==> src/rtl/spram_ctrl_pkg.sv <==
// Shared definitions for the single-port RAM access controller.
// Build option SPRAM_INIT_CLEAR_EN enables the post-reset clearing sweep.
package spram_ctrl_pkg;

    localparam int unsigned DATA_W = 8;
    localparam int unsigned ADR_W  = 6;
    localparam int unsigned DEPTH  = 2 ** ADR_W;

    typedef enum logic {
        ST_INIT = 1'b0,
        ST_RUN  = 1'b1
    } state_e;

    typedef enum logic [1:0] {
        GNT_NONE = 2'b00,
        GNT_WR   = 2'b01,
        GNT_RD   = 2'b10
    } gnt_e;

endpackage

==> src/rtl/spram_access_ctrl_arb.sv <==
// Two-requester round-robin arbiter: req_i[0]=write, req_i[1]=read.
// The last-grant flag resets to "read" so the first tie goes to the write.
module spram_rr_arb (
    input  logic       clk,
    input  logic       rst_n,
    input  logic [1:0] req_i,
    output logic [1:0] gnt_o,
    output logic       last_rd_o
);

    logic last_rd_q;

    always_comb begin
        gnt_o = req_i;
        if (req_i == 2'b11) begin
            gnt_o = last_rd_q ? 2'b01 : 2'b10;
        end
    end

    always_ff @(posedge clk or negedge rst_n) begin
        if (!rst_n) begin
            last_rd_q <= 1'b1;
        end else if (gnt_o[0]) begin
            last_rd_q <= 1'b0;
        end else if (gnt_o[1]) begin
            last_rd_q <= 1'b1;
        end
    end

    assign last_rd_o = last_rd_q;

endmodule

==> src/rtl/spram_access_ctrl.sv <==
// Arbitrating front-end for a 64x8 single-port RAM (en=1 write, en=0 read).
// Build option SPRAM_INIT_CLEAR_EN: zero-fill sweep of all addresses after reset.
module spram_access_ctrl
    import spram_ctrl_pkg::*;
#(
    parameter int unsigned DATA_W = spram_ctrl_pkg::DATA_W,
    parameter int unsigned ADR_W  = spram_ctrl_pkg::ADR_W
) (
    input  logic              clk,
    input  logic              rst_n,
    input  logic              wr_valid,
    output logic              wr_ready,
    input  logic [ADR_W-1:0]  wr_adr,
    input  logic [DATA_W-1:0] wr_data,
    input  logic              rd_valid,
    output logic              rd_ready,
    input  logic [ADR_W-1:0]  rd_adr,
    output logic              rd_dvalid,
    output logic [DATA_W-1:0] rd_data,
    output logic              busy,
    output logic [DATA_W-1:0] ram_data,
    output logic [ADR_W-1:0]  ram_adr,
    output logic              ram_en,
    input  logic [DATA_W-1:0] ram_out
);

    state_e            state_q;
    logic [ADR_W-1:0]  init_adr;
    logic [ADR_W-1:0]  adr_q;
    logic [DATA_W-1:0] data_q;
    logic              rd_pend_q;
    logic              rd_dvalid_q;
    logic [DATA_W-1:0] rd_data_q;
    logic              run;
    logic              init_act;
    logic [1:0]        req;
    logic [1:0]        gnt;
    logic              last_rd;

`ifdef SPRAM_INIT_CLEAR_EN
    logic [ADR_W-1:0] init_cnt_q;

    always_ff @(posedge clk or negedge rst_n) begin
        if (!rst_n) begin
            state_q    <= ST_INIT;
            init_cnt_q <= '0;
        end else if (state_q == ST_INIT) begin
            init_cnt_q <= init_cnt_q + ADR_W'(1);
            if (&init_cnt_q) begin
                state_q <= ST_RUN;
            end
        end
    end

    assign init_adr = init_cnt_q;
`else
    always_ff @(posedge clk or negedge rst_n) begin
        if (!rst_n) begin
            state_q <= ST_RUN;
        end else begin
            state_q <= ST_RUN;
        end
    end

    assign init_adr = '0;
`endif

    // Gating with rst_n keeps every output at 0 while reset is held.
    assign run      = rst_n && (state_q == ST_RUN);
    assign init_act = rst_n && (state_q == ST_INIT);
    assign busy     = init_act;

    assign req = {rd_valid & run, wr_valid & run};

    spram_rr_arb u_arb (
        .clk       (clk),
        .rst_n     (rst_n),
        .req_i     (req),
        .gnt_o     (gnt),
        .last_rd_o (last_rd)
    );

    // Each ready says "this stream would win now", so it never looks at the other ready.
    assign wr_ready = run && (!rd_valid || last_rd);
    assign rd_ready = run && (!wr_valid || !last_rd);

    always_comb begin
        ram_en   = 1'b0;
        ram_adr  = adr_q;
        ram_data = data_q;
        if (init_act) begin
            ram_en   = 1'b1;
            ram_adr  = init_adr;
            ram_data = '0;
        end else if (gnt == GNT_WR) begin
            ram_en   = 1'b1;
            ram_adr  = wr_adr;
            ram_data = wr_data;
        end else if (gnt == GNT_RD) begin
            ram_adr  = rd_adr;
        end
    end

    always_ff @(posedge clk or negedge rst_n) begin
        if (!rst_n) begin
            adr_q       <= '0;
            data_q      <= '0;
            rd_pend_q   <= 1'b0;
            rd_dvalid_q <= 1'b0;
            rd_data_q   <= '0;
        end else begin
            rd_pend_q   <= (gnt == GNT_RD);
            rd_dvalid_q <= rd_pend_q;
            if (rd_pend_q) begin
                rd_data_q <= ram_out;
            end
            if (init_act || (gnt != GNT_NONE)) begin
                adr_q  <= ram_adr;
                data_q <= ram_data;
            end
        end
    end

    assign rd_dvalid = rd_dvalid_q;
    assign rd_data   = rd_data_q;

endmodule

==> config.mk <==
export PLATFORM = sky130hd
export DESIGN_NAME = spram_access_ctrl
export DESIGN_NICKNAME = d
export VERILOG_FILES = /design/src/rtl/spram_ctrl_pkg.sv /design/src/rtl/spram_access_ctrl_arb.sv /design/src/rtl/spram_access_ctrl.sv
export SDC_FILE = /design/constraint.sdc
export NUM_CORES = 1
export LEC_CHECK = 0
export CAP_MARGIN = 15
export CORE_ASPECT_RATIO = 1.1
export CORE_MARGIN = 3
export CORE_UTILIZATION = 37
export CTS_CLUSTER_DIAMETER = 200
export DETAILED_ROUTE_END_ITERATION = 8
export GPL_ROUTABILITY_DRIVEN = 0
export PLACE_DENSITY_LB_ADDON = 0.3
export SLEW_MARGIN = 40
export SYNTH_ARGS = -nofsm -noshare
export SYNTH_HDL_FRONTEND = slang
export SYNTH_HIERARCHICAL = 1
export SYNTH_SLANG_ARGS = --single-unit
==> constraint.sdc <==
create_clock -name clk -period 2.9 [get_ports clk]
set_input_delay 0.87 -clock clk [delete_from_list [all_inputs] [get_ports clk]]
set_output_delay 0.87 -clock clk [all_outputs]
set_load 0.02 [all_outputs]
# ---- Word-level counts from Yosys, hierarchy flattened
# Index checks and enable logic that the tools add are counted.
dict set report totals {
  regBits 25
  latch_bits 0
  ram_bits 0
  romBits 0
  in_bits 32
  output_inout_bits 27
  word_cells 27
  memories 0
}
dict set report op_classes {
  addsub 0
  n_mul 0
  n_div 0
  order_cmp 0
  eq_ne 3
  shift 0
  muxes 8
  bitwise 2
  reduce_logical 8
}
# op n
set op_table {}
lappend op_table {{2-to-1 mux 6 bit} 2}
lappend op_table {{2-to-1 mux 8 bit} 1}
lappend op_table {{== test 2 bit, second input constant} 2}
lappend op_table {{2-to-1 mux 2 bit} 2}
lappend op_table {{logical NOT 1 bit} 3}
lappend op_table {{2-to-1 mux 1 bit} 3}
lappend op_table {{bitwise AND 1 bit} 2}
lappend op_table {{== test 2 x 1 -> 1 bit, second input constant} 1}
lappend op_table {{logical AND 1 bit} 2}
lappend op_table {{logical OR 1 bit} 2}
lappend op_table {{nonzero test 2 bit} 1}

# ---- Longest topological paths before layout
# Gate-level depths: netlist (run 1).
dict set report logic_depth {
  ltp_word 6
  mapped_depth 7
  ltp_nobuf 4
}

# ---- By module
# The synthesis (run 1) kept the hierarchy.
# module instances cells_per_inst area_each_um2 seq_area_each_um2
set by_module_without_submodules {}
lappend by_module_without_submodules {spram_access_ctrl 1 88 1265.0 600.6}
lappend by_module_without_submodules {spram_rr_arb 1 6 53.8 26.3}

# ---- Least setup slack after synthesis (run 1)
# No wires, ideal clock.
dict set report synth_path {
  path_type {input -> output}
  from {input port wr_valid}
  to {output port ram_data[0]}
  arrival_ns 2.090
  t_required_ns 2.030
  slack_ns -0.060
  path_stages 7
  path_buffers 3
  cell_sequence {and2_1 > a21boi_1 > buf_6 > nor2b_4 > buf_6 > buf_6 > mux2_4}
}
dict set report synth_between {
  elab_chain_len 5
}
# item line
set synth_lines {}
lappend synth_lines {{start: declaration} spram_access_ctrl.sv:11} ;# input logic wr_valid,
lappend synth_lines {{bitwise AND 1 bit (*)} spram_access_ctrl.sv:73} ;# assign req = {rd_valid & run, wr_valid & run};
lappend synth_lines {{== test 2 bit} spram_access_ctrl_arb.sv:15} ;# if (req_i == 2'b11) begin
lappend synth_lines {{2-to-1 mux 2 bit (*)} spram_access_ctrl_arb.sv:15}
lappend synth_lines {{named net gnt[0]} spram_access_ctrl.sv:37} ;# logic [1:0] gnt;
lappend synth_lines {{== test 2 x 1 -> 1 bit (*)} spram_access_ctrl.sv:95} ;# end else if (gnt == GNT_WR) begin
lappend synth_lines {{2-to-1 mux 8 bit (*)} spram_access_ctrl.sv:95}
lappend synth_lines {{end: declaration} spram_access_ctrl.sv:21} ;# output logic [DATA_W-1:0] ram_data,
# Mark *: on every way through the listed nets, which the timed path passes. The rest lies on a longest branch.

# ---- Worst setup path after layout (run 1)
dict set report layout_path {
  from {input port rst_n}
  to {output port ram_data[2]}
}
dict set report layout_between {
  elab_chain_len 5
  elab_cells_between_ends 6
  cone_classes {eq/ne (2); mux (2); bitwise (2)}
}
# item line
set layout_lines {}
lappend layout_lines {{start: declaration} spram_access_ctrl.sv:10} ;# input logic rst_n,
lappend layout_lines {{bitwise AND 1 bit} spram_access_ctrl.sv:73}
lappend layout_lines {{named net req[1]} spram_access_ctrl.sv:36} ;# logic [1:0] req;
lappend layout_lines {{== test 2 bit} spram_access_ctrl_arb.sv:15}
lappend layout_lines {{2-to-1 mux 2 bit} spram_access_ctrl_arb.sv:15}
lappend layout_lines {{named net gnt[0]} spram_access_ctrl.sv:37}
lappend layout_lines {{== test 2 x 1 -> 1 bit} spram_access_ctrl.sv:95}
lappend layout_lines {{2-to-1 mux 8 bit} spram_access_ctrl.sv:95}
# The timed path passes the listed nets, and every way through them passes these cells.

==> results.yml, run 1 <==
logic_synthesis:
  synthCells: 94
  ys_types: 19
  synth_area_um2: 1320
  syn-num-nets: 126
  synth_seq_cells: 25
  syn_avg_cell_area_um2: 14.0
  seq_area_frac_synth_pct: 47.5
  ys.warnings.count: 6
global_routing:
  grt_max_degree: 28
  gr-total-overflow: 0
  antenna_found_initial: 0
  use_met3_pct: 3.08
  grtUsageMet2_pct: 30.7
  grt_pass1_wl_um: 5040
  top_usage_layer: "met2"
  globalRouteMet1Util_pct: 15.8
  track_usage_pct: 14.9
  grt_pass1_vias: 1088
sta:
  finalHoldViolCount: 0
  timing.final.ws_setup_ps: -124
  rsz0062_at_grt: "true"
  clock_skew_ps: 9.47
  setup_viol: 14
  period_minus_slack_ps: 3020
  fin_crit_sh_pct: 104
  max_freq_mhz: 331
  drv_slew: 0
finish:
  layout_commonest_cell: "clkdlybuf4s50_1"
  final_util_pct: 68.4
  antenna_cells: 0
  nNetsFinal: 204
  fillers: 264
  drive_gt1_share_pct: 49.1
  layoutNonFillerInstCount: 219
  final_cell_mix: "clkdlybuf4s50_1, dfrtp_1, buf_4, buf_6"
  synthToLayoutAreaGrowth_pct: 75.7
route:
  drc: 0
  wl_um: 3210
  vias: 997
  viasPerCell: 4.55
  detail-route-antenna-nets: 0
  dr.pass1.iters: 3
  drt-initial-drc-count: 21
  wl_per_cell_um: 14.6
run:
  max-cap-violations: 0
power_and_ir_drop:
  p_per_area_nw_per_um2: 520
  leakage_nw: 0.979
  vdd_ir_drop_max_uv: 247
critical_path:
  cp.arrival_ps: 2150
  slowest_delay_ps: 310
  r2r_setup_slack_ps: 940
  worstPathCellList: "buf_6, and2_4, buf_12, a21boi_4, nor2b_4, buf_8, mux2_4, buf_6"
  crit_path_top_delay_cell: "mux2_4"
  r2r_start: "u_arb/last_rd_o"
  path_max_fanout: 7
  startpoint_type: "primary input"
  cp-startpoint: "rst_n"
  endpoint_kind: "output pin"
  cpMostUsedCell: "buf_6"
  worstPathRequired_ps: 2030
  cp_num_cells: 8
  setup.worst_path.class: "in -> out"
  path_delay_family: "buffers and inverters"
  path_buf_inv: 4
  rr_worst_depth: 8
floorplan:
  rows: 22
  num_io_pins: 59
  die_width_um: 62.9
  die_h_um: 68.6
  core_area_um2: 3390
  dieArea_um2: 4320
  start_util_pct: 39.0
clock_tree:
  clk_pin_slew_ps: 150
  clock_sinks: 25
  insertion_delay_ps: 310
  cts_tree: "built"
  htree_levels: 1
  numCtsBuffers: 3
  cts_hold_buf: 0
  cts_root_buffer: "clkbuf_4"
  clock_path_buffers: 2
worst_hold_path:
  hp-class: "in -> async"
place:
  placedCellCount: 198
  dp_hpwl_um: 2160
  portBuffers: 57
run_status:
  status: "finished with violations"
  violations: "setup timing"
cells in the mapped netlist:
library cell | number | area share (%)
dfrtp_1 | 24 | 46
mux2i_1 | 24 | 18
mux2_2 | 10 | 8.5
mux2_4 | 9 | 10
mux2_1 | 5 | 4.3
a21boi_0 | 3 | 1.7
buf_4 | 3 | 1.7
buf_6 | 3 | 2.6
and2_1 | 2 | 0.95
inv_1 | 2 | 0.57
a21boi_1 | 1 | 0.57
a21oi_1 | 1 | 0.38
buf_2 | 1 | 0.38
clkbuf_1 | 1 | 0.28
conb_1 | 1 | 0.28
dfstp_2 | 1 | 2.0
nor2_1 | 1 | 0.28
nor2b_1 | 1 | 0.47
nor2b_4 | 1 | 1.0
stage by stage:
step                      setup TNS, ps  hold WS (ps)  setup WS, ps  cell area (um2)  total power, mW
after detailed placement         -14390           475          -911             1980            0.955
after CTS                         -2130           465          -176             2280             1.19
final                             -1460           476          -124             2320             1.20
after global placement           -13950           469          -881             1980            0.939
after floorplan                       0           352          7.02             1340            0.728
after global routing              -2150           467          -173             2320             1.27
registers in the layout, summed over array words and instances, names as in the netlist:
signal / cells
adr_q: 6
data_q: 8
rd_data: 8
rd_dvalid: 1
rd_pend_q: 1
u_arb/last_rd_o: 1
worst paths after layout:
path                                   end
hold / removal                   data_q[6]
hold reg to reg                  data_q[5]
setup reg to reg                 data_q[3]
setup / recovery               ram_data[2]
max in group asynchronous  u_arb/last_rd_o
min in group clk                 data_q[5]
kinds of logic (layout without fill, tap and decap cells):
logic type | Yosys count | after routing | share of synthesized area [%]
mux | 48 | 48 | 41.3
other cells | 1 | 1 | 0.284
compound gates | 5 | 5 | 2.66
flops | 25 | 25 | 47.5
simple gates | 5 | 5 | 2.75
buf+inv | 10 | 87 | 5.50
layout make-up:
class	count	area (um2)	area share [%]
Clock buffer	3	22.5	0.972
Clock inverter	1	7.51	0.324
Inverter	2	7.51	0.324
Multi-Input combinational cell	59	792	34.2
Sequential cell	25	627	27.1
Tap cell	48	60.1	2.59
Timing Repair Buffer	81	801	34.6
metal layers:
metal | wire length [um] | vias up
met1 | 1180 | 477
li1 | - | 485
met5 | 0 | -
met2 | 1850 | 33
met4 | 14 | 0
met3 | 166 | 2
report_power, final:
part	total (mW)	switching (mW)	internal, mW	leakage [nW]
Sequential	0.482	0.0601	0.422	0.296
Clock	0.158	0.105	0.0525	0.0139
Combinational	0.565	0.232	0.333	0.669
Total	1.20	0.397	0.807	0.979
timing repair:
action	CTS	global route
gates resized for setup	118	21
setup endpoints to repair	17	15
buffers inserted	17	3
cloned	2	0
pin swaps	4	3
No activity file was read; power rests on OpenSTA's default activity.
==> inputs of run 2 (changes only) <==
==> constraint.sdc (replaced) <==
create_clock -name clk -period 2.5 [get_ports clk]
set_input_delay 0.75 -clock clk [delete_from_list [all_inputs] [get_ports clk]]
set_output_delay 0.75 -clock clk [all_outputs]
set_load 0.02 [all_outputs]
==> results.yml, run 2 (synthesized netlist as in run 1, its figures left out) <==
critical_path:
  worstPathRequired_ps: 1750
  endpoint_kind: "output pin"
  cp.arrival_ps: 1970
  setup.worst_path.class: "in -> out"
  path_buf_inv: 3
  worstPathCellList: "buf_8, and2_4, a21boi_4, buf_12, mux2i_4, mux2i_2, buf_4"
  crit_path_top_delay_cell: "a21boi_4"
  path_max_fanout: 7
  startpoint_type: "primary input"
  path_delay_family: "buffers and inverters"
  slowest_delay_ps: 280
finish:
  fin_area_um2: 2310
  fillers: 252
  seq_area_um2: 627
  antenna_cells: 0
  nNetsFinal: 201
  synthToLayoutAreaGrowth_pct: 74.9
  layout_commonest_cell: "clkdlybuf4s50_1"
  final_cell_mix: "clkdlybuf4s50_1, dfrtp_1, buf_4, mux2i_4, buf_6"
  final_util_pct: 68.1
  multiInputGateArea_um2: 812
  drive_gt1_share_pct: 50.0
place:
  portBuffers: 57
  dpl-instance-area_um2: 2010
  dp_hpwl_um: 2230
  pre_cts_ws_ps: -1110
route:
  viasPerCell: 4.65
  vias: 1005
  wl_per_cell_um: 14.1
  wl_um: 3050
  drc: 0
  detail-route-antenna-nets: 0
  dr.pass1.iters: 2
  drt-initial-drc-count: 17
sta:
  drv_slew: 0
  rsz0062_at_grt: "true"
  fin_crit_sh_pct: 109
  timing.final.ws_setup_ps: -225
  clock_skew_ps: 7.06
  setup_viol: 14
  max_freq_mhz: 367
  finalHoldViolCount: 0
  period_minus_slack_ps: 2720
clock_tree:
  htree_levels: 1
  insertion_delay_ps: 330
  clock_path_buffers: 2
  cts_root_buffer: "clkbuf_4"
  clock_sinks: 25
  cts_tree: "built"
  numCtsBuffers: 3
  clk_pin_slew_ps: 150
  cts_hold_buf: 0
global_routing:
  gr-total-overflow: 0
  grt_max_degree: 20
  grt_pass1_vias: 1071
  track_usage_pct: 14.6
  antenna_found_initial: 0
  grt_pass1_wl_um: 4950
power_and_ir_drop:
  vdd_ir_drop_max_uv: 318
  total_power_mw: 1.42
  leakage_nw: 0.964
  p_per_area_nw_per_um2: 616
run:
  max-cap-violations: 0
floorplan:
  core_area_um2: 3390
  num_io_pins: 59
  rows: 22
  start_util_pct: 39.0
  die_h_um: 68.6
  die_width_um: 62.9
  dieArea_um2: 4320
worst_hold_path:
  hp-class: "in -> async"
run_status:
  violations: "setup timing"
  status: "finished with violations"
-- run 2: power breakdown --
group          internal [mW]  total [mW]  switching (mW)  leakage [nW]
clock                 0.0612       0.193           0.132        0.0139
sequential             0.489       0.557          0.0682         0.296
combinational          0.396       0.670           0.274         0.654
total                  0.946        1.42           0.474         0.964
-- run 2: what timing repair did --
item | CTS | global route
buffers inserted | 8 | 4
gates resized for setup | 119 | 10
setup endpoints to repair | 17 | 15
hold endpoints to repair | 0 | 0
cloned | 2 | 0
pin swaps | 2 | 1
-- run 2: per-layer routing --
layer | global-route usage, % | vias up | share of wire (%) | wire length (um)
met5 | 0 | - | 0 | 0
met4 | 4.96 | 0 | 0.26 | 8
met3 | 2.76 | 2 | 4.8 | 145
met2 | 29.0 | 33 | 57 | 1730
met1 | 15.8 | 489 | 38 | 1170
li1 | - | 481 | - | -
-- run 2: layout make-up --
| class | instances | share of cell area [%] |
|---|---|---|
| clock buffer | 3 | 0.977 |
| timing repair buffer | 78 | 33.4 |
| multi-input combinational | 59 | 35.2 |
| sequential | 25 | 27.2 |
| inverter | 2 | 0.326 |
| tap | 48 | 2.60 |
| clock inverter | 1 | 0.326 |
-- run 2: per-stage QoR --
| step | hold WS, ps | setup TNS (ps) | std cells |
|---|---|---|---|
| finish | 292 | -3000 | 216 |
| global route | 284 | -3690 | 216 |
| CTS | 285 | -3400 | 214 |
| detailed placement | 478 | -17360 | 200 |
| global placement | 469 | -16870 | 200 |
| floorplan | 352 | -1620 | 94 |
-- run 2: final timing paths --
check	start	endpoint	slack, ps	cells after the start
hold / removal	rst_n	adr_q[4]	290	2
hold reg to reg	data_q[2]	data_q[2]	510	1
max in group asynchronous	rst_n	u_arb/last_rd_o	1890	2
setup reg to reg	u_arb/last_rd_o	data_q[1]	620	8
min in group clk	data_q[2]	data_q[2]	510	1
setup / recovery	rst_n	ram_adr[2]	-220	7
==> inputs of run 3 (changes only) <==
--- a/config.mk
+++ b/config.mk
@@ -8,9 +8,10 @@
 export CAP_MARGIN = 15
 export CORE_ASPECT_RATIO = 1.1
 export CORE_MARGIN = 3
-export CORE_UTILIZATION = 37
+export CORE_UTILIZATION = 55
 export CTS_CLUSTER_DIAMETER = 200
 export DETAILED_ROUTE_END_ITERATION = 8
+export DONT_BUFFER_PORTS = 1
 export GPL_ROUTABILITY_DRIVEN = 0
 export PLACE_DENSITY_LB_ADDON = 0.3
 export SLEW_MARGIN = 40
==> results.yml, run 3 (synthesized netlist as in run 1, its figures left out) <==
run_status:
  status: "finished with violations"
  violations: "setup timing"
floorplan:
  num_io_pins: 59
  rows: 17
  start_util_pct: 61.4
  dieArea_um2: 3020
  core_area_um2: 2150
  die_width_um: 52.7
  die_h_um: 57.4
run:
  max-cap-violations: 0
sta:
  fin_crit_sh_pct: 105
  drv_slew: 0
  max_freq_mhz: 382
  setup_viol: 15
  rsz0062_at_grt: "true"
  clock_skew_ps: 17.8
  finalHoldViolCount: 0
  period_minus_slack_ps: 2620
  hold_slack_ps: 96.3
  timing.final.ws_setup_ps: -116
global_routing:
  gr-total-overflow: 0
  antenna_found_initial: 0
  grt_max_degree: 30
  grt_pass1_vias: 901
  grt_pass1_wl_um: 4000
  track_usage_pct: 18.0
place:
  dp_hpwl_um: 1820
  pre_cts_ws_ps: -99.3
  portBuffers: 0
finish:
  multiInputGateArea_um2: 803
  synthToLayoutAreaGrowth_pct: 33.2
  fillers: 113
  drive_gt1_share_pct: 62.7
  nNetsFinal: 151
  final_cell_mix: "dfrtp_1, buf_4, mux2i_4, mux2_2, mux2_4"
  antenna_cells: 0
  seq_area_um2: 627
  layout_commonest_cell: "dfrtp_1"
critical_path:
  cp.arrival_ps: 1870
  rr_worst_depth: 7
  startpoint_type: "primary input"
  r2r_start: "u_arb/last_rd_o"
  crit_path_top_delay_cell: "mux2_4"
  setup.worst_path.class: "in -> out"
  r2r_setup_slack_ps: 690
  worstPathCellList: "and2_4, a21boi_4, buf_8, nor2b_4, buf_12, mux2_4"
  path_max_fanout: 29
  endpoint_kind: "output pin"
  path_buf_inv: 2
  timing.rr.end: "data_q[7]"
  slowest_delay_ps: 330
  worstPathRequired_ps: 1750
  path_delay_family: "buffers and inverters"
clock_tree:
  htree_levels: 1
  clock_sinks: 25
  cts_tree: "built"
  insertion_delay_ps: 320
  clk_pin_slew_ps: 150
  cts_root_buffer: "clkbuf_4"
  cts_hold_buf: 0
  numCtsBuffers: 3
  clock_path_buffers: 2
route:
  vias: 820
  viasPerCell: 5.62
  detail-route-antenna-nets: 0
  drc: 0
  wl_per_cell_um: 18.5
  dr.pass1.iters: 4
  wl_um: 2700
  drt-initial-drc-count: 6
power_and_ir_drop:
  vdd_ir_drop_max_uv: 455
  p_per_area_nw_per_um2: 696
  leakage_nw: 0.738
worst_hold_path:
  hp-class: "in -> async"
-- run 3: changes by cell type in the layout (fill, tap and decap cells not counted), sizes merged --
cell,before,now
clkbuf,4,3
buf,38,28
dlygate4sd2,2,0
clkdlybuf4s50,37,0
-- run 3: how the worst max path moves through the flow --
stage / start / end / slack (ps) / depth (start not counted)
after detailed placement: rst_n / ram_data[1] / -100 / 6
final: rst_n / ram_data[4] / -120 / 6
after CTS: rst_n / ram_data[1] / -70 / 6
after floorplan: wr_valid / ram_data[0] / -140 / 7
after global placement: rst_n / ram_data[3] / -80 / 6
after global routing: rd_valid / ram_adr[5] / -190 / 6
-- run 3: repair_timing --
action / in CTS / in global routing
setup buffers: 7 / 7
gates resized for setup: 20 / 13
endpoints found under the setup margin: 14 / 15
pin swaps: 0 / 2
-- run 3: area by class of cell --
| class | instances | share of cell area, % |
|---|---|---|
| multi-input combinational | 59 | 45.7 |
| sequential | 25 | 35.7 |
| timing repair buffer | 28 | 14.5 |
| tap | 28 | 1.99 |
| clock buffer | 3 | 1.28 |
| clock inverter | 1 | 0.427 |
| inverter | 2 | 0.427 |
-- run 3: per-stage QoR --
| stage | utilization (%) | area [um2] | TNS [ps] | total power, mW | instances |
|---|---|---|---|---|---|
| floorplan | - | 1360 | -1620 | 0.856 | 94 |
| global placement | 67.6 | 1450 | -625 | 0.924 | 130 |
| detailed placement | 67.6 | 1450 | -1110 | 0.941 | 130 |
| CTS | 76.1 | 1640 | -894 | 1.18 | 141 |
| global route | 81.8 | 1760 | -2380 | 1.29 | 146 |
| finish | 81.8 | 1760 | -1550 | 1.22 | 146 |
-- run 3: metal layers --
| layer | track usage, % | up-vias | share of wire (%) |
|---|---|---|---|
| li1 | - | 378 | - |
| met1 | 18.9 | 402 | 34 |
| met2 | 33.5 | 36 | 57 |
| met3 | 3.92 | 4 | 6.8 |
| met4 | 7.66 | 0 | 1.9 |
| met5 | 0 | - | 0 |
-- run 3: worst reg2reg max path: stages, from the launching register on --
cell      delay (ps)
dfstp_2          610
inv_2             50
a21boi_4         150
nor2b_4          180
buf_12           150
buf_6            110
buf_6            120
mux2_1           320
-- run 3: report_power, final --
| part | internal [mW] | total (mW) | switching [mW] |
|---|---|---|---|
| Combinational | 0.251 | 0.442 | 0.191 |
| Clock | 0.0610 | 0.181 | 0.120 |
| Sequential | 0.489 | 0.601 | 0.112 |
